### src/rtl/circle_raster.sv
// -----------------------------------------------------------------------------
// circle_raster
//   Self-sequencing Bresenham circle rasteriser. On start it latches the
//   centre, radius, colour and fill request. It walks the midpoint algorithm
//   one octant candidate per cycle, clips each candidate to the screen, and
//   streams on-screen pixels through a ready/valid port (vga_plot/pix_ready).
//   Duplicate pixels on octant boundaries are emitted as-is.
//
//   All outputs are registered. Each output register holds the decode of the
//   state that the FSM occupies during the same cycle, so the outputs track
//   the FSM without a pipeline offset.
//
// Optional feature macro: CIRCLE_FILL_EN
//   When defined and fill is latched high, each iteration emits four clipped
//   horizontal spans instead of eight points. When it is not defined, the
//   fill input is ignored and no span logic is built.
//
// Ports
//   clk, resetn        clock (rising edge), asynchronous active-low reset
//   start              draw request; level, sampled in IDLE only
//   centre_x/centre_y  signed circle centre, COORD_DW bits
//   radius             unsigned radius, COORD_DW-1 bits
//   colour             pixel colour
//   fill               filled-disc request (CIRCLE_FILL_EN builds only)
//   busy, done         draw in progress / draw complete
//   vga_x, vga_y       pixel coordinate (valid with vga_plot)
//   vga_colour         pixel colour (valid with vga_plot)
//   vga_plot           pixel valid
//   pix_ready          sink accepts the pixel when vga_plot && pix_ready
// -----------------------------------------------------------------------------
module circle_raster #(
  parameter int SCREEN_W  = 160,
  parameter int SCREEN_H  = 120,
  parameter int X_DW      = 8,
  parameter int Y_DW      = 7,
  parameter int COORD_DW  = 9,
  parameter int COLOUR_DW = 3
) (
  input  logic                        clk,
  input  logic                        resetn,
  input  logic                        start,
  input  logic signed [COORD_DW-1:0]  centre_x,
  input  logic signed [COORD_DW-1:0]  centre_y,
  input  logic        [COORD_DW-2:0]  radius,
  input  logic        [COLOUR_DW-1:0] colour,
  input  logic                        fill,
  output logic                        busy,
  output logic                        done,
  output logic        [X_DW-1:0]      vga_x,
  output logic        [Y_DW-1:0]      vga_y,
  output logic        [COLOUR_DW-1:0] vga_colour,
  output logic                        vga_plot,
  input  logic                        pix_ready
);

  // Candidate arithmetic is one bit wider than the centre so that cx +/- r
  // never overflows. The decision variable needs one more bit again.
  localparam int CW = COORD_DW + 1;
  localparam int KW = COORD_DW + 2;

  localparam logic signed [CW-1:0] ONE_C = {{(CW-1){1'b0}}, 1'b1};
  localparam logic signed [KW-1:0] ONE_K = {{(KW-1){1'b0}}, 1'b1};
  localparam logic signed [CW-1:0] X_MAX = CW'(SCREEN_W - 32'sd1);
  localparam logic signed [CW-1:0] Y_MAX = CW'(SCREEN_H - 32'sd1);

  typedef enum logic [1:0] {
    S_IDLE = 2'd0,
    S_OCT  = 2'd1,
    S_STEP = 2'd2,
    S_DONE = 2'd3
  } state_t;

  state_t                 state_q, state_d;
  logic [2:0]             oct_q, oct_d;
  logic signed [CW-1:0]   ox_q, ox_d, oy_q, oy_d;
  logic signed [KW-1:0]   crit_q, crit_d;
  logic signed [COORD_DW-1:0] cx_q, cx_d, cy_q, cy_d;
  logic [COLOUR_DW-1:0]   col_q, col_d;

  logic                   busy_q, busy_d, done_q, done_d, plot_q, plot_d;
  logic [X_DW-1:0]        x_q, x_d;
  logic [Y_DW-1:0]        y_q, y_d;
  logic [COLOUR_DW-1:0]   vcol_q, vcol_d;

  logic                   advance_s, enter_s, span_more_s, crit_pos_s;
  logic                   span_ok_s, on_screen_s;
  logic [2:0]             last_oct_s;
  logic signed [CW-1:0]   oy_step_s, ox_step_s, cx_e_s, cy_e_s;
  logic signed [CW-1:0]   cand_x_s, cand_y_s, pix_x_s, pix_y_s;
  logic signed [KW-1:0]   oy_k_s, ox_k_s, gap_s;

`ifdef CIRCLE_FILL_EN
  logic                   fill_q, fill_d, row_ok_s;
  logic signed [CW-1:0]   px_q, px_d, span_end_q, span_end_d;
  logic signed [CW-1:0]   row_s, lo_s, hi_s, sx_s, ex_s;
`endif

  // fill is only consumed by the span logic; enter_s likewise
  logic unused_s;
  assign unused_s = ^{fill, enter_s};

  // Next-state, Bresenham step and registered-output decode
  always_comb begin
    state_d = state_q;
    oct_d   = oct_q;
    ox_d    = ox_q;
    oy_d    = oy_q;
    crit_d  = crit_q;
    cx_d    = cx_q;
    cy_d    = cy_q;
    col_d   = col_q;
    enter_s = 1'b0;
`ifdef CIRCLE_FILL_EN
    fill_d      = fill_q;
    px_d        = px_q;
    span_end_d  = span_end_q;
    span_more_s = fill_q && plot_q && (px_q != span_end_q);
    last_oct_s  = fill_q ? 3'd3 : 3'd7;
`else
    span_more_s = 1'b0;
    last_oct_s  = 3'd7;
`endif

    // An off-screen slot never waits for the sink.
    advance_s  = ~plot_q | pix_ready;
    crit_pos_s = ~crit_q[KW-1] && (crit_q != '0);
    oy_step_s  = oy_q + ONE_C;
    ox_step_s  = crit_pos_s ? (ox_q - ONE_C) : ox_q;
    oy_k_s     = {oy_step_s[CW-1], oy_step_s};
    ox_k_s     = {ox_step_s[CW-1], ox_step_s};
    gap_s      = crit_pos_s ? (oy_k_s - ox_k_s) : oy_k_s;

    case (state_q)
      S_IDLE: begin
        if (start) begin
          cx_d    = centre_x;
          cy_d    = centre_y;
          col_d   = colour;
          ox_d    = {2'b00, radius};
          oy_d    = '0;
          crit_d  = ONE_K - {3'b000, radius};
          oct_d   = 3'd0;
          enter_s = 1'b1;
          state_d = S_OCT;
`ifdef CIRCLE_FILL_EN
          fill_d  = fill;
`endif
        end else begin
          state_d = S_IDLE;
        end
      end
      S_OCT: begin
        if (!advance_s) begin
          state_d = S_OCT;
        end else if (span_more_s) begin
`ifdef CIRCLE_FILL_EN
          px_d = px_q + ONE_C;
`endif
        end else if (oct_q == last_oct_s) begin
          state_d = S_STEP;
        end else begin
          oct_d   = oct_q + 3'd1;
          enter_s = 1'b1;
        end
      end
      S_STEP: begin
        oy_d   = oy_step_s;
        ox_d   = ox_step_s;
        crit_d = crit_q + (gap_s <<< 1) + ONE_K;
        if (oy_step_s <= ox_step_s) begin
          oct_d   = 3'd0;
          enter_s = 1'b1;
          state_d = S_OCT;
        end else begin
          state_d = S_DONE;
        end
      end
      S_DONE: begin
        if (!start) begin
          state_d = S_IDLE;
        end else begin
          state_d = S_DONE;
        end
      end
      default: begin
        state_d = S_IDLE;
      end
    endcase

    // Candidate point for the slot the FSM moves into.
    cx_e_s = {cx_d[COORD_DW-1], cx_d};
    cy_e_s = {cy_d[COORD_DW-1], cy_d};
    case (oct_d)
      3'd0: begin cand_x_s = cx_e_s + ox_d; cand_y_s = cy_e_s + oy_d; end
      3'd1: begin cand_x_s = cx_e_s + oy_d; cand_y_s = cy_e_s + ox_d; end
      3'd2: begin cand_x_s = cx_e_s - oy_d; cand_y_s = cy_e_s + ox_d; end
      3'd3: begin cand_x_s = cx_e_s - ox_d; cand_y_s = cy_e_s + oy_d; end
      3'd4: begin cand_x_s = cx_e_s - ox_d; cand_y_s = cy_e_s - oy_d; end
      3'd5: begin cand_x_s = cx_e_s - oy_d; cand_y_s = cy_e_s - ox_d; end
      3'd6: begin cand_x_s = cx_e_s + oy_d; cand_y_s = cy_e_s - ox_d; end
      3'd7: begin cand_x_s = cx_e_s + ox_d; cand_y_s = cy_e_s - oy_d; end
      default: begin cand_x_s = cx_e_s; cand_y_s = cy_e_s; end
    endcase
    pix_x_s   = cand_x_s;
    pix_y_s   = cand_y_s;
    span_ok_s = 1'b1;

`ifdef CIRCLE_FILL_EN
    // Span k: rows cy+oy, cy-oy (half-width ox) then cy+ox, cy-ox (half-width oy).
    case (oct_d[1:0])
      2'd0: begin row_s = cy_e_s + oy_d; lo_s = cx_e_s - ox_d; hi_s = cx_e_s + ox_d; end
      2'd1: begin row_s = cy_e_s - oy_d; lo_s = cx_e_s - ox_d; hi_s = cx_e_s + ox_d; end
      2'd2: begin row_s = cy_e_s + ox_d; lo_s = cx_e_s - oy_d; hi_s = cx_e_s + oy_d; end
      2'd3: begin row_s = cy_e_s - ox_d; lo_s = cx_e_s - oy_d; hi_s = cx_e_s + oy_d; end
      default: begin row_s = cy_e_s; lo_s = cx_e_s; hi_s = cx_e_s; end
    endcase
    sx_s     = lo_s[CW-1] ? '0 : lo_s;
    ex_s     = (hi_s > X_MAX) ? X_MAX : hi_s;
    row_ok_s = ~row_s[CW-1] && (row_s <= Y_MAX);
    if (enter_s) begin
      px_d       = sx_s;
      span_end_d = ex_s;
    end else begin
      span_end_d = span_end_q;
    end
    // An empty span (start > end) shows up as plot=0 and is skipped in one cycle.
    if (fill_d) begin
      pix_x_s   = px_d;
      pix_y_s   = row_s;
      span_ok_s = row_ok_s && (px_d <= span_end_d);
    end else begin
      span_ok_s = 1'b1;
    end
`endif

    on_screen_s = span_ok_s
                && ~pix_x_s[CW-1] && (pix_x_s <= X_MAX)
                && ~pix_y_s[CW-1] && (pix_y_s <= Y_MAX);

    busy_d = (state_d == S_OCT) || (state_d == S_STEP);
    done_d = (state_d == S_DONE);
    if ((state_d == S_OCT) && on_screen_s) begin
      plot_d = 1'b1;
      x_d    = pix_x_s[X_DW-1:0];
      y_d    = pix_y_s[Y_DW-1:0];
      vcol_d = col_d;
    end else begin
      plot_d = 1'b0;
      x_d    = '0;
      y_d    = '0;
      vcol_d = '0;
    end
  end

  // State, datapath and output registers
  always_ff @(posedge clk or negedge resetn) begin
    if (!resetn) begin
      state_q    <= S_IDLE;
      oct_q      <= 3'd0;
      ox_q       <= '0;
      oy_q       <= '0;
      crit_q     <= '0;
      cx_q       <= '0;
      cy_q       <= '0;
      col_q      <= '0;
      busy_q     <= 1'b0;
      done_q     <= 1'b0;
      plot_q     <= 1'b0;
      x_q        <= '0;
      y_q        <= '0;
      vcol_q     <= '0;
`ifdef CIRCLE_FILL_EN
      fill_q     <= 1'b0;
      px_q       <= '0;
      span_end_q <= '0;
`endif
    end else begin
      state_q    <= state_d;
      oct_q      <= oct_d;
      ox_q       <= ox_d;
      oy_q       <= oy_d;
      crit_q     <= crit_d;
      cx_q       <= cx_d;
      cy_q       <= cy_d;
      col_q      <= col_d;
      busy_q     <= busy_d;
      done_q     <= done_d;
      plot_q     <= plot_d;
      x_q        <= x_d;
      y_q        <= y_d;
      vcol_q     <= vcol_d;
`ifdef CIRCLE_FILL_EN
      fill_q     <= fill_d;
      px_q       <= px_d;
      span_end_q <= span_end_d;
`endif
    end
  end

  assign busy       = busy_q;
  assign done       = done_q;
  assign vga_plot   = plot_q;
  assign vga_x      = x_q;
  assign vga_y      = y_q;
  assign vga_colour = vcol_q;

endmodule

### config.mk
export PLATFORM = sky130hd
export DESIGN_NAME = circle_raster
export DESIGN_NICKNAME = d
export VERILOG_FILES = /design/src/rtl/circle_raster.sv
export SDC_FILE = /design/constraint.sdc
export NUM_CORES = 1
export LEC_CHECK = 0
export BUFFER_PORTS_ARGS = -buffer_cell sky130_fd_sc_hd__buf_2
export CAP_MARGIN = 0
export CORE_ASPECT_RATIO = 1.75
export CORE_MARGIN = 3
export CORE_UTILIZATION = 37
export CTS_CLUSTER_SIZE = 14
export DETAILED_ROUTE_END_ITERATION = 7
export GPL_TIMING_DRIVEN = 0
export PLACE_DENSITY = 0.51
export RECOVER_POWER = 50
export SYNTH_ARGS = -nofsm -noshare
export SYNTH_HDL_FRONTEND = slang
export SYNTH_SLANG_ARGS = --single-unit
### constraint.sdc
create_clock -name clk -period 8.3 [get_ports clk]
set_input_delay 0.415 -clock clk [delete_from_list [all_inputs] [get_ports clk]]
set_output_delay 0.415 -clock clk [all_outputs]
set_load 0.02 [all_outputs]
Word-level counts from Yosys, hierarchy flattened. Cells that the tools add are included.

Reductions and logical operators: 19. Bitwise logic cells: 5. Order comparisons: 3. $add $sub $neg: 15. Equality and inequality tests: 15. Muxes and demuxes: 31.

Operator list (count): 10-bit case mux with 4 select lines (2); 9-bit by 10-bit adder with 10-bit output (4); 10-bit 2-to-1 mux (4); 10-bit case mux with 2 select lines (2); 9-bit by 10-bit subtractor with 10-bit output (4); 9-bit 2-to-1 mux (4); 11-bit case mux with 2 select lines (1); 3-bit 2-to-1 mux (7); 2-bit OR reduction (8); 3-bit == test (second input constant) (5); 11-bit adder (1); 11-bit by 2-bit adder with 11-bit output (second input constant) (1); 11-bit 2-to-1 mux (1); 11-bit nonzero test (1); 10-bit by 2-bit adder with 10-bit output (second input constant) (1); 10-bit <= comparator (1); 10-bit by 8-bit <= comparator with 1-bit output (second input constant) (1); 10-bit by 9-bit <= comparator with 1-bit output (second input constant) (1); 10-bit subtractor (1); 10-bit by 2-bit subtractor with 10-bit output (second input constant) (1); 3-bit case mux with 3 select lines (1); 1-bit by 8-bit subtractor with 9-bit output (first input constant) (1); 2-bit == test (second input constant) (4); 2-bit 2-to-1 mux (4); 17 further kinds (27).

Flip-flop bits (word level): 78. Word-level logic and storage cells: 102.

Logic depth before layout (Yosys ltp). Gate-level depths: netlist of the first run.

Depth after elaboration: 15. Gate-level depth with buffers: 32.

Worst setup path before layout of the first run. Ideal clock, no wire load.

Path type: reg-to-reg. Start: register crit_q[1]. End: register x_q[6], in the netlist vga_x[6]. Data required time: 8.199 ns. Setup slack: 1.232 ns. Cell stages (with the launch flop): 30. Data arrival time: 6.967 ns. Setup time: 0.101 ns. Cells stage by stage: dfrtp_1 -> nor4_2 -> a31oi_1 -> clkbuf_1 -> clkbuf_1 -> xnor2_1 -> ha_1 -> inv_1 -> fa_1 -> a211oi_1 -> o21ai_0 -> a22oi_1 -> o31a_1 -> clkbuf_1 -> nor2_1 -> a21oi_1 -> nor2_1 -> a211o_1 -> ha_1 -> nor2b_1 -> o21ai_0 -> nand2_1 -> a21o_1 -> a21oi_1 -> o2bb2ai_1 -> xnor2_1 -> nor4bb_1 -> nand2_1 -> clkbuf_1 -> nor4_1.

Word-level cells in the longest chain between the ends: 15. Elaborated cells on any way between the ends: 41.

Ends and longest elaborated chain: start, declared (RTL line 76) `logic signed [KW-1:0] crit_q, crit_d;`; start signal, assigned (RTL line 282) `crit_q <= crit_d;`; 11-bit nonzero test * (RTL line 126) `crit_pos_s = ~crit_q[KW-1] && (crit_q != '0);`; 1-bit logical AND * (RTL line 126); 10-bit 2-to-1 mux * (RTL line 128) `ox_step_s = crit_pos_s ? (ox_q - ONE_C) : ox_q;`; 10-bit <= comparator (RTL line 170) `if (oy_step_s <= ox_step_s) begin`; 3-bit 2-to-1 mux (RTL line 170); 3-bit case mux with 3 select lines (RTL line 133) `case (state_q)`; 3-bit == test (tied with other cells) (RTL line 193) `case (oct_d)`; 2-bit OR reduction (no line); 10-bit case mux with 4 select lines (RTL line 193); 10-bit by 9-bit <= comparator with 1-bit output or 1-bit inverter (tied branches) (RTL line 237) `&& ~pix_x_s[CW-1] && (pix_x_s <= X_MAX)`; 1-bit logical AND (RTL line 237); 1-bit logical AND (2 in a row) (RTL line 238) `&& ~pix_y_s[CW-1] && (pix_y_s <= Y_MAX);`; 1-bit logical AND (RTL line 242) `if ((state_d == S_OCT) && on_screen_s) begin`; 8-bit 2-to-1 mux * (RTL line 242); via x_d[6] (RTL line 81) `logic [X_DW-1:0] x_q, x_d;`; end signal, assigned (RTL line 269) `x_q <= '0;`; end signal, assigned (RTL line 289) `x_q <= x_d;`; end, declared (RTL line 81).

Mark *: on every way through the listed nets, which the timed path passes. The rest lies on a longest branch. A chain may end at the register's enable or synchronous reset.

Worst setup path after layout of the first run.
Start: register crit_q[6]. End: register x_q[6], in the netlist vga_x[6].

Word-level cells in the longest chain between the ends: 15. Elaborated cells on any way between the ends: 41.

Ends and longest elaborated chain: 11-bit nonzero test * (RTL line 126); 1-bit logical AND * (RTL line 126); 10-bit 2-to-1 mux * (RTL line 128); 10-bit <= comparator * (RTL line 170); 3-bit 2-to-1 mux * (RTL line 170); 3-bit case mux with 3 select lines * (RTL line 133); via oct_d[1] (RTL line 74) `logic [2:0] oct_q, oct_d;`; 3-bit == test (tied with other cells) (RTL line 193); 2-bit OR reduction (no line); 10-bit case mux with 4 select lines (RTL line 193); 10-bit by 9-bit <= comparator with 1-bit output or 1-bit inverter (tied branches) (RTL line 237); 1-bit logical AND (RTL line 237); 1-bit logical AND (2 in a row) (RTL line 238); 1-bit logical AND (RTL line 242); 8-bit 2-to-1 mux * (RTL line 242); via x_d[6] (RTL line 81).

Marked as above.

==> results of run 1 <==
==> tightest hold or removal path, stage by stage <==
cell and delay, ns:
buf_2 0.08, nand2_1 0.04, nand2_1 0.06
==> logic make-up (layout without fill, tap and decap cells) <==
kind of cell,Yosys count,count (layout),share of synthesized area [%]
AND/OR/NAND/NOR,300,300,22.67
AO/OA/AOI/OAI,239,239,23.36
buffers and inverters,91,169,5.441
flip-flops,78,78,28.68
XOR/XNOR,63,63,8.493
adder cells (fa/ha/maj),49,49,9.449
multiplexers,12,12,1.912
==> worst min path at each step <==
stage,endpoint,slack (ns)
3_5_place_dp,crit_q[0],0.40
4_1_cts,oct_q[0],0.01
5_1_grt,col_q[1],0.29
3_3_place_gp,col_q[2],0.45
6_report,col_q[0],0.28
2_1_floorplan,busy,0.12
==> cell type report <==
| cell class | count | area, µm² | share of cell area (%) |
|---|---|---|---|
| buffer | 40 | 187.7 | 2.379 |
| clock buffer | 9 | 225.2 | 2.855 |
| clock inverter | 7 | 102.6 | 1.301 |
| inverter | 51 | 198.9 | 2.522 |
| multi-input combinational | 663 | 4589 | 58.18 |
| sequential | 78 | 1952 | 24.74 |
| tap | 234 | 292.8 | 3.711 |
| timing repair buffer | 62 | 340.3 | 4.314 |
==> registers in the layout (all words and copies together) (netlist names) <==
| name | cells |
|---|---|
| cy_q | 9 |
| vga_x | 8 |
| state_q | 2 |
| busy | 1 |
| cx_q | 9 |
| col_q | 3 |
| oy_q | 10 |
| done | 1 |
| vga_y | 7 |
| ox_q | 10 |
| oct_q | 3 |
| vga_plot | 1 |
| crit_q | 11 |
| vga_colour | 3 |
==> synthesized netlist by cell type, types with 4 or more instances <==
library cell  number  area (µm²)
ha_1              45       563.0
nor2b_1            9       56.30
nor4b_1            8       70.07
o21a_1             5       37.54
o221ai_1           5       43.79
mux2_2             4       45.04
nand3_1           15       75.07
o311ai_0           5       43.79
nor4_1            12       75.07
mux2i_1            7       70.07
a211oi_1           5       37.54
fa_1               4       80.08
nor3_1            16       80.08
o211ai_1           7       52.55
dfrtp_1           78        1952
buf_1              6       22.52
o22ai_1           18       112.6
clkbuf_1          23       86.33
nor3b_1            4       30.03
nor4_2            11       137.6
buf_2              7       35.03
and3_1             7       43.79
inv_1             48       180.2
a31oi_1           13       81.33
nand4_1            5       31.28
nand2b_1          12       75.07
o21ai_0           56       280.3
nand2_1          118       442.9
a22oi_1            4       30.03
o21bai_1           9       67.56
a2bb2oi_1          4       35.03
xor2_1            21       183.9
nor2_1            57       214.0
or4_1              4       30.03
a21o_1            11       82.58
or3_1              7       43.79
xnor2_1           40       350.3
a21oi_1           54       270.3
==> per-layer routing <==
layer | part of all wire [%] | routed length, µm | up-vias | GRT usage (%)
li1 | - | - | 3164 | -
met1 | 34 | 7980 | 3092 | 21.77
met2 | 57 | 13410 | 140 | 48.55
met3 | 2.0 | 463 | 71 | 2.895
met4 | 6.9 | 1607 | 0 | 15.62
met5 | 0 | 0 | - | 0
==> per-stage QoR <==
stage               setup TNS (ns)  cell area, µm²
floorplan                        0            6807
global placement            -24.66            7365
detailed placement          -23.39            7395
CTS                              0            7818
global route                     0            7889
finish                           0            7889
==> timing repair <==
item                                    CTS  global route
endpoints found under the setup margin   19            19
gates resized for setup                  17            13
cloned                                    0             0
pin swaps                                 3             5
buffers inserted                          3             5
==> results.json, run 1 <==
{
  "outcome": "finished with violations",
  "violations": "capacitance limit, slew limit",
  "dp_slack_ns": -1.460,
  "clkTransAtPathRegs_ns": 0.07,
  "cp_max_fo": 10,
  "r2r_slack_ns": 0.49,
  "cts_hold_buf": 0,
  "cts_tree": "done",
  "critPathArrivalTime_ns": 8.04,
  "min_period_ns": 7.806,
  "worstPathRequired_ns": 8.54,
  "ys_seq_elements": 78,
  "critPathLaunch": "crit_q[6]",
  "antenna_cells": 0,
  "r2r_start": "crit_q[6]",
  "worstHoldPathType": "in2reg",
  "final_util_pct": 43.69,
  "nets": 988,
  "die_y_um": 185.4,
  "insertion_delay_ns": 0.36,
  "slew_headroom_pct": -86.42,
  "hold-path-cell-count": 3,
  "synth_nets": 915,
  "grt_max_degree": 48,
  "path_class": "reg2reg",
  "yosys_warnings": 0,
  "tightest_slew_ns": 2.796,
  "critPathSlowestCell": "dfrtp_1",
  "cpLargestDelayFamily": "compound AO/OA/AOI/OAI gates",
  "place_inst": 1120,
  "rsz0062_at_grt": "no",
  "avgViaCountPerCell": 5.653,
  "dieArea_um2": 20120,
  "fillerInstances": 1897,
  "reg2reg_depth": 30,
  "grt_first_pass_wirelength_um": 36520,
  "syn_avg_cell_area_um2": 8.181,
  "drive_above_1_share_pct": 14.18,
  "drt-initial-drc-count": 258,
  "final-max-slew-violation-count": 81,
  "routedWlPerCell_um": 20.50,
  "start_util_pct": 37.70,
  "overflow": 0,
  "area_growth_pct": 15.90,
  "fin_worst_skew_ns": 0.01742,
  "grt.total_usage_pct": 24.17,
  "drt_pass1_iterations": 5,
  "cp.depth": 30,
  "final_cell_mix": "nand2_1 (117), dfrtp_1 (78), nor2_1 (56)",
  "hold_viol_final": 0,
  "antenna_found_initial": 0,
  "io_pins": 55,
  "end_kind": "register",
  "yosysSeqAreaShare_pct": 28.68,
  "start_kind": "register",
  "port_buffers": 53,
  "min-delay-start": "colour[0]",
  "syn_area_um2": 6807,
  "cpPeakStageDelay_ns": 0.44,
  "vias": 6467,
  "die_x_um": 108.5,
  "crit_buf_inv": 7,
  "htreeDepth": 3,
  "setup_violations": 0,
  "synthFlopType": "dfrtp_1",
  "max-cap-violations": 2,
  "core_area_um2": 18050,
  "ant_nets": 0,
  "finalCritPeriodShare_pct": 94.05,
  "post-route-drc-count": 0,
  "async_reset_ff_share_pct": 100.0,
  "final_common_cell": "nand2_1",
  "synth_edf_count": 0,
  "clockBufferDepth": 2,
  "timing.final.ws_setup_ns": 0.4937,
  "rows": 65,
  "routed_wl_um": 23460,
  "reg2reg_to": "vga_x[6]",
  "cts_root_buf": "clkbuf_16",
  "synth_cell_types": 81,
  "grt_pass1_vias": 6688,
  "fmax_mhz": 128.1,
  "hold_ws_ns": 0.2769,
  "hpwl_um": 18700,
  "place.gp.congestion": 0.9778,
  "cts_sinks": 78,
  "netlist_instances": 832,
  "instances_no_fill": 1144,
  "cts_buffers": 9,
  "critPathCapture": "vga_x[6]"
}
Power of run 1 is not shown: default switching activity piles up to over one toggle a cycle in this logic, so the estimate is an artifact.
==> inputs of run 2 (changes only) <==
ABC_AREA = 1   (was default)
CORE_MARGIN = 2   (was 3)
==> results.json, run 2 <==
{
  "synth_fa_ha_area_share_pct": 9.689,
  "max-cap-violations": 1,
  "dieArea_um2": 19070,
  "start_util_pct": 37.85,
  "vias": 6168,
  "hold_viol_final": 0,
  "min_period_ns": 6.515,
  "met3_length_um": 365,
  "rows": 64,
  "synth_edf_count": 0,
  "place_area_um2": 7222,
  "fin_area_um2": 7470,
  "critPathSlowestCell": "fa_1",
  "path_class": "reg2reg",
  "clockBufferDepth": 2,
  "syn_area_um2": 6638,
  "violations": "capacitance limit, slew limit",
  "fmax_mhz": 153.5,
  "drt-initial-drc-count": 237,
  "synthFlopType": "dfrtp_1",
  "dp_slack_ns": 1.827,
  "synth-simple-area-share_pct": 31.33,
  "cts_root_buf": "clkbuf_16",
  "final-max-slew-violation-count": 60,
  "timing.final.ws_setup_ns": 1.785,
  "ctsResizeCount": 0,
  "grt_max_degree": 60,
  "place.gp.congestion": 0.9489,
  "synth.most_common_cell": "nand2_1",
  "drive_above_1_share_pct": 15.86,
  "finalCritPeriodShare_pct": 78.49,
  "post-route-drc-count": 0,
  "hold_ws_ns": 0.2957,
  "hpwl_um": 16820,
  "synth_top_family_by_area": "simple AND/OR/NAND/NOR gates",
  "yosysSeqAreaShare_pct": 29.41,
  "overflow": 0,
  "wl_met2_um": 11870,
  "grt_first_pass_wirelength_um": 32710,
  "grt.total_usage_pct": 22.48,
  "die_y_um": 181.2,
  "insertion_delay_ns": 0.35,
  "slew_headroom_pct": -119.0,
  "cpLargestDelayFamily": "simple AND/OR/NAND/NOR gates",
  "cts_tree": "done",
  "port_buffers": 53,
  "worstHoldPathType": "in2reg",
  "wl_met1_um": 7164,
  "ys_seq_elements": 78,
  "synth_top_area_share_pct": 29.41,
  "nets": 1058,
  "tightest_slew_ns": 3.284,
  "final_common_cell": "nand2_1",
  "synth_compound_area_share_pct": 14.51,
  "drt_pass1_iterations": 4,
  "outcome": "finished with violations",
  "top_regs": "crit_q (11), ox_q (10), oy_q (10)",
  "antenna_cells": 0,
  "netlist_top_cells_area": "dfrtp_1 (29%), nand2_1 (14%), ha_1 (8.5%), inv_1 (5.8%), xor2_1 (4.4%)",
  "grt_pass1_vias": 6373,
  "cp_max_fo": 10,
  "core_area_um2": 17540,
  "synth_cell_types": 55,
  "synth_area_leader_cell": "dfrtp_1",
  "yosys_warnings": 0,
  "syn_avg_cell_area_um2": 7.302,
  "cpPeakStageDelay_ns": 0.46,
  "clkTransAtPathRegs_ns": 0.06,
  "top_register": "crit_q",
  "avgViaCountPerCell": 5.106,
  "htreeDepth": 3,
  "area_growth_pct": 12.54,
  "worstPathRequired_ns": 8.59,
  "crit_buf_inv": 7,
  "synth_common_cells": "nand2_1 (250), inv_1 (102), dfrtp_1 (78)",
  "post_cts_buffers": 0,
  "fillerInstances": 1891,
  "cts_hold_buf": 1,
  "start_kind": "register",
  "end_kind": "register",
  "synth_mux_area_share_pct": 0,
  "routed_wl_um": 20430,
  "die_x_um": 105.2,
  "io_pins": 55,
  "rsz0062_at_grt": "no",
  "fin_worst_skew_ns": 0.01337,
  "largest_reg_flops": 11,
  "setup_violations": 0,
  "setup-tns-final_ns": 0,
  "final_cell_mix": "nand2_1 (250), inv_1 (102), dfrtp_1 (78)",
  "ant_nets": 0,
  "cts_buffers": 9,
  "synth_nets": 992,
  "cts_sinks": 78,
  "async_reset_ff_share_pct": 100.0,
  "synth_xor_area_share_pct": 6.711,
  "routedWlPerCell_um": 16.91,
  "cp_common_cell": "nand2_1",
  "top_layer": "met4",
  "antenna_found_initial": 0,
  "critPathArrivalTime_ns": 6.80,
  "netlist_instances": 909
}
[run 2: final timing paths]
kind | from | cells after the start | endpoint | slack, ns
worst max-delay path | crit_q[1] | 33 | vga_x[5] | 1.79
worst min-delay path | centre_y[6] | 3 | cy_q[6] | 0.30
worst max register to register | crit_q[1] | 33 | vga_x[5] | 1.79
worst min register to register | cy_q[2] | 2 | cy_q[2] | 0.48
max in group asynchronous | resetn | 3 | oy_q[6] | 3.80
min in group asynchronous | resetn | 2 | vga_colour[1] | 0.82
[run 2: layer usage]
layer	vias up	global-route usage, %
li1	3111	-
met1	2907	21.16
met2	100	45.47
met3	50	2.201
met4	0	12.59
met5	-	0
[run 2: cells by family (layout without fill, tap and decap cells)]
logic type	after synthesis	count (layout)
and+or+nand+nor	449	449
adders and majority gates	49	49
DFF	78	78
buffers and inverters	134	202
xor gates and xnor gates	50	50
AOI/OAI and AO/OA	149	149
[run 2: worst register-to-register path, delay by kind of cell (launching register included)]
kind	cells	cell delay [ns]
compound gates	7	1.57
xor+xnor	1	0.37
buf+inv	7	1.09
simple gates	15	1.89
flops	1	0.43
fa+ha+maj	3	1.06
[run 2: area by class of cell]
cell class / count / area, µm² / share of cell area (%)
Buffer: 16 / 108.9 / 1.457
Multi-Input combinational cell: 697 / 4131 / 55.31
Timing Repair Buffer: 55 / 265.3 / 3.551
Clock inverter: 2 / 35.03 / 0.4690
Clock buffer: 11 / 242.7 / 3.250
Tap cell: 231 / 289.0 / 3.869
Sequential cell: 78 / 1952 / 26.13
Inverter: 118 / 445.4 / 5.963
[run 2: metrics by stage]
step,utilization (%),std cells
6_report,42.59,1208
5_1_grt,42.59,1208
4_1_cts,42.82,1208
3_5_place_dp,41.18,1194
3_3_place_gp,41.01,1193
2_1_floorplan,-,909
Power of run 2 is left out for the same reason.
